<file path="src/rtl/tick_pkg.sv">
// Shared constants and divider helpers for tick_digit_counter and count_digit.
package tick_pkg;
    localparam int DIGIT_W   = 4;
    localparam int RADIX_DEC = 10;
    localparam int RADIX_HEX = 16;

    function automatic int calc_div(input int clk_hz, input int tick_hz);
        return clk_hz / tick_hz;
    endfunction

    // Prescaler counts 0..DIV-1, so clog2(DIV) bits suffice; floor of 1 bit.
    function automatic int calc_pre_w(input int clk_hz, input int tick_hz);
        int div;
        div = calc_div(clk_hz, tick_hz);
        return (div < 2) ? 1 : $clog2(div);
    endfunction
endpackage

</file>
<file path="src/rtl/count_digit.sv">
// One 4-bit counter digit of modulus RADIX with clamped load and
// combinational carry/borrow out.
module count_digit
    import tick_pkg::*;
#(
    parameter int RADIX = RADIX_HEX
) (
    input  logic               clk,
    input  logic               reset_n,
    input  logic               en,
    input  logic               dir,
    input  logic               cin,
    input  logic               clear,
    input  logic               load,
    input  logic [DIGIT_W-1:0] ld_val,
    output logic [DIGIT_W-1:0] q,
    output logic               cout
);
    localparam logic [DIGIT_W-1:0] MAX_D = DIGIT_W'(RADIX - 1);

    logic               at_limit;
    logic [DIGIT_W-1:0] ld_clamp;

    // Limit is the value that rolls over in the current direction.
    assign at_limit = dir ? (q == MAX_D) : (q == '0);
    assign cout     = at_limit & cin;
    assign ld_clamp = (ld_val > MAX_D) ? MAX_D : ld_val;

    always_ff @(posedge clk or negedge reset_n) begin
        if (!reset_n) begin
            q <= '0;
        end else if (clear) begin
            q <= '0;
        end else if (load) begin
            q <= ld_clamp;
        end else if (en && cin) begin
            if (dir) begin
                q <= (q == MAX_D) ? '0 : q + 1'b1;
            end else begin
                q <= (q == '0) ? MAX_D : q - 1'b1;
            end
        end
    end
endmodule

</file>
<file path="src/rtl/tick_digit_counter.sv">
// Prescaled multi-digit up/down counter (radix 10 or 16) with clear and load.
// Define TICK_DIGIT_COUNTER_SAT_EN to saturate at the limits instead of wrapping.
module tick_digit_counter
    import tick_pkg::*;
#(
    parameter int CLK_HZ  = 100000000,
    parameter int TICK_HZ = 1,
    parameter int DIGITS  = 4,
    parameter int RADIX   = 16
) (
    input  logic                        clk,
    input  logic                        reset_n,
    input  logic                        run,
    input  logic                        dir,
    input  logic                        clear,
    input  logic                        load,
    input  logic [DIGIT_W*DIGITS-1:0]   load_val,
    output logic [DIGIT_W*DIGITS-1:0]   values,
    output logic                        tick_out,
    output logic                        carry,
    output logic                        running
);
    localparam int DIV   = calc_div(CLK_HZ, TICK_HZ);
    localparam int PRE_W = calc_pre_w(CLK_HZ, TICK_HZ);
    localparam logic [PRE_W-1:0] PRE_LAST = PRE_W'(DIV - 1);

    if (RADIX != RADIX_DEC && RADIX != RADIX_HEX) begin : g_bad_radix
        $error("tick_digit_counter: RADIX must be 10 or 16");
    end
    if (DIV < 2) begin : g_bad_div
        $error("tick_digit_counter: CLK_HZ/TICK_HZ must be at least 2");
    end
    if (DIGITS < 1 || DIGITS > 8) begin : g_bad_digits
        $error("tick_digit_counter: DIGITS must be in 1..8");
    end

    logic [PRE_W-1:0] pre;
    logic             step;
    logic             wrap;
    logic             dig_en;
    logic [DIGITS:0]  chain;

    // run is sampled on the same edge as the terminal count, so a falling
    // run at DIV-1 suppresses the step; clear/load also swallow it.
    assign step     = run & (pre == PRE_LAST) & ~clear & ~load;
    assign chain[0] = 1'b1;
    assign wrap     = chain[DIGITS];

`ifdef TICK_DIGIT_COUNTER_SAT_EN
    assign dig_en = step & ~wrap;
`else
    assign dig_en = step;
`endif

    always_ff @(posedge clk or negedge reset_n) begin
        if (!reset_n) begin
            pre <= '0;
        end else if (clear || load) begin
            pre <= '0;
        end else if (run) begin
            pre <= (pre == PRE_LAST) ? '0 : pre + 1'b1;
        end
    end

    for (genvar i = 0; i < DIGITS; i++) begin : g_digit
        count_digit #(
            .RADIX (RADIX)
        ) u_digit (
            .clk     (clk),
            .reset_n (reset_n),
            .en      (dig_en),
            .dir     (dir),
            .cin     (chain[i]),
            .clear   (clear),
            .load    (load),
            .ld_val  (load_val[i*DIGIT_W +: DIGIT_W]),
            .q       (values[i*DIGIT_W +: DIGIT_W]),
            .cout    (chain[i+1])
        );
    end

    always_ff @(posedge clk or negedge reset_n) begin
        if (!reset_n) begin
            tick_out <= 1'b0;
            carry    <= 1'b0;
            running  <= 1'b0;
        end else begin
            tick_out <= step;
            carry    <= step & wrap;
            running  <= run;
        end
    end
endmodule

</file>
<file path="config.mk">
export PLATFORM = sky130hd
export DESIGN_NAME = tick_digit_counter
export DESIGN_NICKNAME = d
export VERILOG_FILES = /design/src/rtl/tick_pkg.sv /design/src/rtl/count_digit.sv /design/src/rtl/tick_digit_counter.sv
export SDC_FILE = /design/constraint.sdc
export NUM_CORES = 1
export LEC_CHECK = 0
export ABC_AREA = 1
export BUFFER_PORTS_ARGS = -buffer_cell sky130_fd_sc_hd__clkbuf_2
export CAP_MARGIN = 40
export CORE_UTILIZATION = 41
export CTS_CLUSTER_DIAMETER = 50
export DETAILED_ROUTE_END_ITERATION = 10
export GPL_ROUTABILITY_DRIVEN = 0
export SYNTH_ARGS = -nofsm -noshare
export SYNTH_HDL_FRONTEND = slang
export SYNTH_SLANG_ARGS = --single-unit
</file>
<file path="constraint.sdc">
create_clock -name clk -period 1.6 [get_ports clk]
set_clock_uncertainty 0.1 [all_clocks]
set_input_delay 0.48 -clock clk [delete_from_list [all_inputs] [get_ports clk]]
set_output_delay 0.48 -clock clk [all_outputs]
set_load 0.01 [all_outputs]
</file>
Yosys cells after proc, flatten, opt, wreduce, memory -nomap -nowiden --
Index checks and enable logic that the tools add are counted.
Storage, ports and cells: logic and storage cells 83, output and inout bits 19, input bits 22, register bits 46
Cells by class: muxes and demuxes 35, reduce and logical (&&, ||, !) cells 13, add/subtract/negate cells 9, bitwise gates (word level) 9, magnitude comparators 4, equal/unequal tests 5
Operators by type and width (number):
- $mux 4 | 28
- $mux 27 | 3
- $add 27x1->27 const B | 1
- $eq 27x27->1 const B | 1
- $add 4x1->4 const B | 4
- $eq 4x4->1 const B | 4
- $gt 4x4->1 const B | 4
- $logic_not 4->1 | 4
- $sub 4x1->4 const B | 4
- $reduce_bool 3->1 | 4
- $and 1x1->1 | 7
- $mux 1 | 4
- $logic_and 1x1->1 | 3
- $not 1->1 | 2
- $reduce_bool 2->1 | 1
- $logic_or 1x1->1 | 1

Depth between registers and ports, before layout --
Gate-level depths: netlist of the first run.
depth in word-level cells 8, mapped depth 11, gate-level depth less buffers 11

By module --
From an unflattened synthesis of the first run, not the netlist that was laid out.
Second synthesis, totals: cells, all modules 503, area, all modules 3439.5 sq um
By module, submodules not included:
- tick_digit_counter | seq. area each 750.7 sq um, cells an instance 251, instances 1, area an instance 1853.0 sq um
- count_digit | seq. area each 100.1 sq um, cells an instance 63, instances 4, area an instance 396.6 sq um

Worst setup path before layout of the first run --
No wires, ideal clock.
path type reg2reg, from reg pre[0], to reg pre[1], cell stages (with the launch flop) 9, library setup time 121 ps, path slack -73 ps, arrival 1452 ps, period minus slack after synthesis 1673 ps, data required time 1379 ps, buffers on the path 1, cells stage by stage dfrtp_1 ha_1 nand2_2 nor2_4 nand4_1 nor2_2 nor2_4 buf_6 a22o_1
Between the ends: cells in the longest elaborated chain, start to end 4, elaborated cells between the ends (all ways) 5, classes of those cells add/sub (1); eq/ne (1); mux (3)
RTL lines:
- start: declaration | line tick_digit_counter.sv:37 | logic [PRE_W-1:0] pre;
- start signal: assignment | line tick_digit_counter.sv:61 | pre <= (pre == PRE_LAST) ? '0 : pre + 1'b1;
- $add 27x1->27 / $eq 27x27->1 (equally long branches) | line tick_digit_counter.sv:61
- $mux 27 * | line tick_digit_counter.sv:61
- $mux 27 * | line tick_digit_counter.sv:60 | end else if (run) begin
- $mux 27 * | line tick_digit_counter.sv:58 | end else if (clear || load) begin
Every way passes the cells marked *; elsewhere a longest branch is shown, timed or not. The select of a mux whose other input is x is not followed. A chain may end at the register's enable or synchronous reset.

Worst setup path after layout of the first run --
from reg pre[0], to reg pre[2]
Same word-level chain as after synthesis.

==> results of run 1 <==
## per-stage QoR
step	std cells	total power, uW	hold slack (ns)	TNS (ns)	utilization [%]
2_1_floorplan	456	1650	0.0844	-0.335	-
3_3_place_gp	659	1940	0.390	-3.29	53.8
3_5_place_dp	659	1950	0.392	-4.90	53.8
4_1_cts	670	2730	0.0571	-3.76	55.9
5_1_grt	677	2930	0.0677	-9.85	59.3
6_report	677	2750	0.0452	-4.87	59.3
## routing by layer
| layer | GRT usage, % | wire, um |
|---|---|---|
| met5 | 0 | 0 |
| met4 | 4.82 | 93 |
| met3 | 2.90 | 208 |
| met2 | 35.5 | 4130 |
| met1 | 30.7 | 4270 |
## critical path, cell delays in order (launching register included)
cell	delay (ns)
dfrtp_1	0.40
ha_2	0.20
nand2_2	0.08
nor2_4	0.05
nand4_1	0.13
nor2_4	0.06
nor2_4	0.29
clkinvlp_4	0.24
o21ai_1	0.15
## area by class of cell
class	count	area, sq um	area share, %
repair buffers	122	906	19.7
multi-input cells	339	2100	45.5
clock inverters	1	5.00	0.109
well taps	102	128	2.77
inverters	59	224	4.86
repair inverters	1	7.51	0.163
flip-flops and latches	46	1150	25.0
clock buffers	7	86.3	1.87
## registers in the layout (all words and copies together) (netlist names)
name,cells
g_digit.u_digit.q,16
pre,27
tick_out,1
running,1
carry,1
## cell usage after synthesis, drive strengths merged
master | n | area [sq um]
a21oi | 12 | 60.1
nand4 | 12 | 81.3
dfrtp | 46 | 1150
o211ai | 8 | 60.1
o22ai | 11 | 68.8
xor2 | 13 | 114
o21bai | 1 | 7.51
ha | 11 | 138
nor2 | 42 | 225
a31oi | 3 | 18.8
buf | 6 | 43.8
nor3 | 7 | 51.3
a21boi | 1 | 7.51
a22o | 1 | 8.76
inv | 59 | 221
clkbuf | 6 | 22.5
nand2 | 111 | 447
or2 | 5 | 31.3
o21ai | 47 | 250
nor4 | 1 | 6.26
xnor2 | 2 | 17.5
nand3 | 51 | 280
## worst paths after layout
path	start	endpoint	slack [ns]	cells after the start
worst max-delay path	pre[0]$_DFFE_PN0P_	pre[2]$_DFFE_PN0P_	-0.18	8
worst min-delay path	reset_n	pre[2]$_DFFE_PN0P_	0.05	2
worst max register to register	pre[0]$_DFFE_PN0P_	pre[2]$_DFFE_PN0P_	-0.18	8
worst min register to register	pre[25]$_DFFE_PN0P_	pre[25]$_DFFE_PN0P_	0.48	3
max in group asynchronous	reset_n	g_digit[3].u_digit.q[3]$_DFFE_PN0P_	1.11	2
min in group clk	run	running$_DFF_PN0_	0.31	2
## what timing repair did
item,in CTS,in global routing
endpoints found under the setup margin,44,50
pin swaps,5,16
buffers inserted,2,9
gates resized for setup,16,60
gates cloned,1,0
## power breakdown
part / switching [uW] / internal [uW] / total (uW)
sequential: 58.6 / 1210 / 1270
clock: 407 / 350 / 757
combinational: 394 / 336 / 730
## cells by family (layout without fill, tap and decap cells)
kind of cell,Yosys count,after routing,synth area share (%)
compound gates,84,84,14.5
xor+xnor,15,15,3.97
fa+ha+maj,11,11,4.16
buf+inv,71,190,8.69
flops,46,46,34.8
simple gates,229,229,33.9
## placed cells by master, fill, tap and decap left out, drive strengths merged, types with 11 or more instances in the layout
master / instances
nor2: 42
a21oi: 12
clkbuf: 44
nand4: 12
nand3: 51
o21ai: 47
o22ai: 11
buf: 85
inv: 59
ha: 11
dfrtp: 46
xor2: 13
nand2: 111
==> impl_metrics.py, run 1 <==
metrics = {
    "sta": {
        "max_freq_ghz": 0.561,
        "rsz0062_at_grt": "yes",
        "maxSlewViolCount": 0,
        "hold_violations": 0,
        "finalCriticalPeriod_ns": 1.78,
        "tightest_slew_ns": 0.355,
        "slew-limit-headroom_pct": 76.3,
        "worst_slack_ns": -0.183,
        "period_share_pct": 111,
        "final-setup-viol-count": 45,
    },
    "clocking": {
        "cts_max_level": 2,
        "path_clk_slew_ns": 0.09,
        "clk_latency_ns": 0.30,
        "cts_made_buffers": 5,
        "hold_buffers": 0,
        "cts-root-buf": "clkbuf_8",
        "cts.sinks": 46,
        "cts_tree": "built",
        "cts.path.max_buffers": 2,
    },
    "finish": {
        "n_antenna_cell": 0,
        "area_growth_pct": 39.1,
        "nets": 607,
        "drive_gt1_share_pct": 37.2,
        "postLayoutCellArea_sq_um": 4610,
        "fillers": 729,
    },
    "setup_path": {
        "critical_path_class": "reg2reg",
        "cp-end-kind": "register",
        "critical_path_required_ns": 1.73,
        "cp.arrival_ns": 1.92,
        "start_kind": "register",
        "timing.critical_path.fanout_max": 8,
    },
    "global_routing": {
        "grt_usage_pct": 21.8,
        "grt_pass1_wl_um": 14900,
        "grt_overflow": 0,
        "grt_pass1_vias": 3225,
        "grt_max_degree": 47,
        "grt_antenna_before_repair": 0,
    },
    "routing": {
        "wire_per_inst_um": 12.8,
        "vias": 3406,
        "vias_per_cell": 5.03,
        "antenna_left": 0,
        "first_iter_violations": 167,
        "routed_wl_um": 8700,
        "drc": 0,
        "first_pass_iters": 4,
    },
    "synth": {
        "ys_ff_latch": 46,
        "seq_area_frac_synth_pct": 34.8,
        "postSynthCellCount": 456,
        "syn-cell-area_sq_um": 3310,
        "synth.distinct_cells": 36,
        "avgSynthCellArea_sq_um": 7.26,
        "yosysWarnings": 0,
        "syn-num-nets": 489,
    },
    "die": {
        "fp.dieH_um": 91.9,
        "core_area_sq_um": 7770,
        "io_pins": 41,
        "initial_core_util_pct": 42.6,
        "die_w_um": 91.9,
        "dieArea_sq_um": 8440,
        "fp-row-count": 32,
    },
    "outcome": {
        "status": "complete, but fails checks",
        "violations": "setup timing",
    },
    "worst_hold_path": {
        "min_path_type": "in2async",
    },
    "placement": {
        "placed_area_sq_um": 4180,
        "portBuffers": 40,
        "hpwl_um": 6400,
        "pre_cts_ws_ns": -0.180,
    },
    "run": {
        "max-cap-violations": 0,
    },
    "power": {
        "power_density_nw_per_um2": 598,
        "cellLeakagePower_uw": 0.00214,
        "ir_drop_mv": 0.400,
    },
}
No activity file was read; power rests on OpenSTA's default activity.
==> run 2: changes to the inputs <==
Settings changed: REMOVE_ABC_BUFFERS set to 1.
==> impl_metrics.py, run 2 (same netlist as run 1, synthesis figures left out) <==
metrics = {
    "outcome": {
        "status": "complete, but fails checks",
        "violations": "setup timing",
    },
    "power": {
        "power_density_nw_per_um2": 605,
        "swShare_pct": 31.4,
        "pwr-share-comb_pct": 26.0,
        "p_int_uw": 1890,
        "cellLeakagePower_uw": 0.00213,
        "p_switching_uw": 865,
        "clockPowerShare_pct": 28.0,
        "ir_drop_mv": 0.385,
        "p_seq_share_pct": 46.0,
    },
    "sta": {
        "max_freq_ghz": 0.562,
        "hold_ws_ns": 0.0390,
        "tightest_slew_ns": 0.774,
        "slew-limit-headroom_pct": 48.3,
        "rsz0062_at_grt": "yes",
        "hold_violations": 0,
        "finalCriticalPeriod_ns": 1.78,
        "period_share_pct": 111,
        "worst_slack_ns": -0.178,
        "maxSlewViolCount": 0,
        "final-setup-viol-count": 44,
    },
    "global_routing": {
        "grt_antenna_before_repair": 0,
        "grt_pass1_vias": 3341,
        "grt_overflow": 0,
        "grt_pass1_wl_um": 15000,
        "grt_max_degree": 47,
        "grt_usage_pct": 22.2,
    },
    "die": {
        "io_pins": 41,
        "core_area_sq_um": 7770,
        "dieArea_sq_um": 8440,
        "fp.dieH_um": 91.9,
        "die_w_um": 91.9,
        "fp-row-count": 32,
        "initial_core_util_pct": 42.6,
    },
    "placement": {
        "pre_cts_ws_ns": -0.219,
        "placed_area_sq_um": 4120,
        "portBuffers": 40,
        "place_inst": 656,
        "hpwl_um": 6520,
    },
    "finish": {
        "postLayoutCellArea_sq_um": 4550,
        "area_growth_pct": 37.3,
        "n_antenna_cell": 0,
        "final_cells": 670,
        "largest_reg_flops": 27,
        "fillers": 733,
        "nets": 600,
        "top_regs": "pre x27, g_digit.u_digit.q x16",
        "top_register": "pre",
        "drive_gt1_share_pct": 35.6,
        "fin_util_pct": 58.6,
        "layout_common_cells": "95 x nand2_1, 62 x buf_4, 52 x inv_1",
        "final_common_cell": "nand2_1",
    },
    "clocking": {
        "cts-root-buf": "clkbuf_8",
        "clk_latency_ns": 0.31,
        "path_clk_slew_ns": 0.09,
        "cts_tree": "built",
        "cts_made_buffers": 5,
        "cts.sinks": 46,
        "cts_max_level": 2,
        "cts.path.max_buffers": 2,
    },
    "worst_hold_path": {
        "min_path_type": "in2async",
    },
    "setup_path": {
        "critical_path_required_ns": 1.70,
        "cp-end-kind": "register",
        "start_kind": "register",
        "r2r-start": "pre[1]$_DFFE_PN0P_",
        "cp.arrival_ns": 1.88,
        "timing.critical_path.fanout_max": 3,
        "r2r_setup_slack_ns": -0.18,
        "critical_path_class": "reg2reg",
        "timing.rr.end": "pre[23]$_DFFE_PN0P_",
        "reg2reg_depth": 11,
    },
    "routing": {
        "routed_wl_um": 9040,
        "first_iter_violations": 122,
        "first_pass_iters": 4,
        "antenna_left": 0,
        "drc": 0,
        "wire_per_inst_um": 13.5,
        "vias_per_cell": 5.09,
        "vias": 3408,
    },
    "run": {
        "max-cap-violations": 0,
    },
}
run 2: worst max-delay path by stage:
stage / from / endpoint / slack [ns] / cells past startpoint
after floorplan: load / pre[10]$_DFFE_PN0P_ / -0.61 / 5
after global placement: load / pre[17]$_DFFE_PN0P_ / -0.17 / 6
after detailed placement: load / pre[17]$_DFFE_PN0P_ / -0.22 / 6
after CTS: pre[0]$_DFFE_PN0P_ / g_digit[3].u_digit.q[3]$_DFFE_PN0P_ / -0.16 / 10
after global routing: pre[0]$_DFFE_PN0P_ / g_digit[3].u_digit.q[1]$_DFFE_PN0P_ / -0.29 / 11
final: pre[1]$_DFFE_PN0P_ / pre[23]$_DFFE_PN0P_ / -0.18 / 11
run 2: layout make-up:
type	instances	area (sq um)	share of cell area, %
Clock buffer	6	82.6	1.82
Sequential cell	46	1150	25.3
Timing Repair inverter	1	7.51	0.165
Multi-Input combinational cell	339	2090	46.0
Clock inverter	2	12.5	0.275
Tap cell	102	128	2.81
Timing Repair Buffer	115	848	18.7
Inverter	59	226	4.98
run 2: power groups by stage:
stage	logic [uW]	registers [uW]	clock network [uW]
2_1_floorplan	317	1310	0
3_3_place_gp	658	1280	0
3_5_place_dp	672	1280	0
4_1_cts	683	1260	788
5_1_grt	801	1270	838
6_report	714	1270	772
run 2: per-layer routing:
metal	track usage, %	vias up	routed length, um
met1	27.6	1596	4100
met5	0	-	0
met4	6.77	0	153
met2	39.4	67	4510
met3	3.32	17	278
li1	-	1728	-
run 2: stage by stage:
| stage | power, uW | TNS [ns] |
|---|---|---|
| after floorplan | 1630 | -19.47 |
| after global placement | 1940 | -4.34 |
| after detailed placement | 1950 | -6.96 |
| after CTS | 2730 | -4.65 |
| after global routing | 2910 | -9.81 |
| final | 2750 | -5.48 |
run 2: what timing repair did:
action | in CTS | in global routing
buffers inserted | 2 | 4
resized for setup | 34 | 46
pin swaps | 14 | 13
gates cloned | 1 | 0
hold buffers | 0 | 0
endpoints found under the setup margin | 44 | 52
run 2: critical path, cell delays in order, from the launching register on:
cell and delay [ns]:
dfrtp_1 0.40, buf_4 0.13, buf_4 0.10, nand3_2 0.09, nor2_4 0.17, nand3_2 0.12, nor2_4 0.16, nand2_2 0.10
nor2_2 0.13, nand2_1 0.07, nand2_1 0.06, o21ai_1 0.06
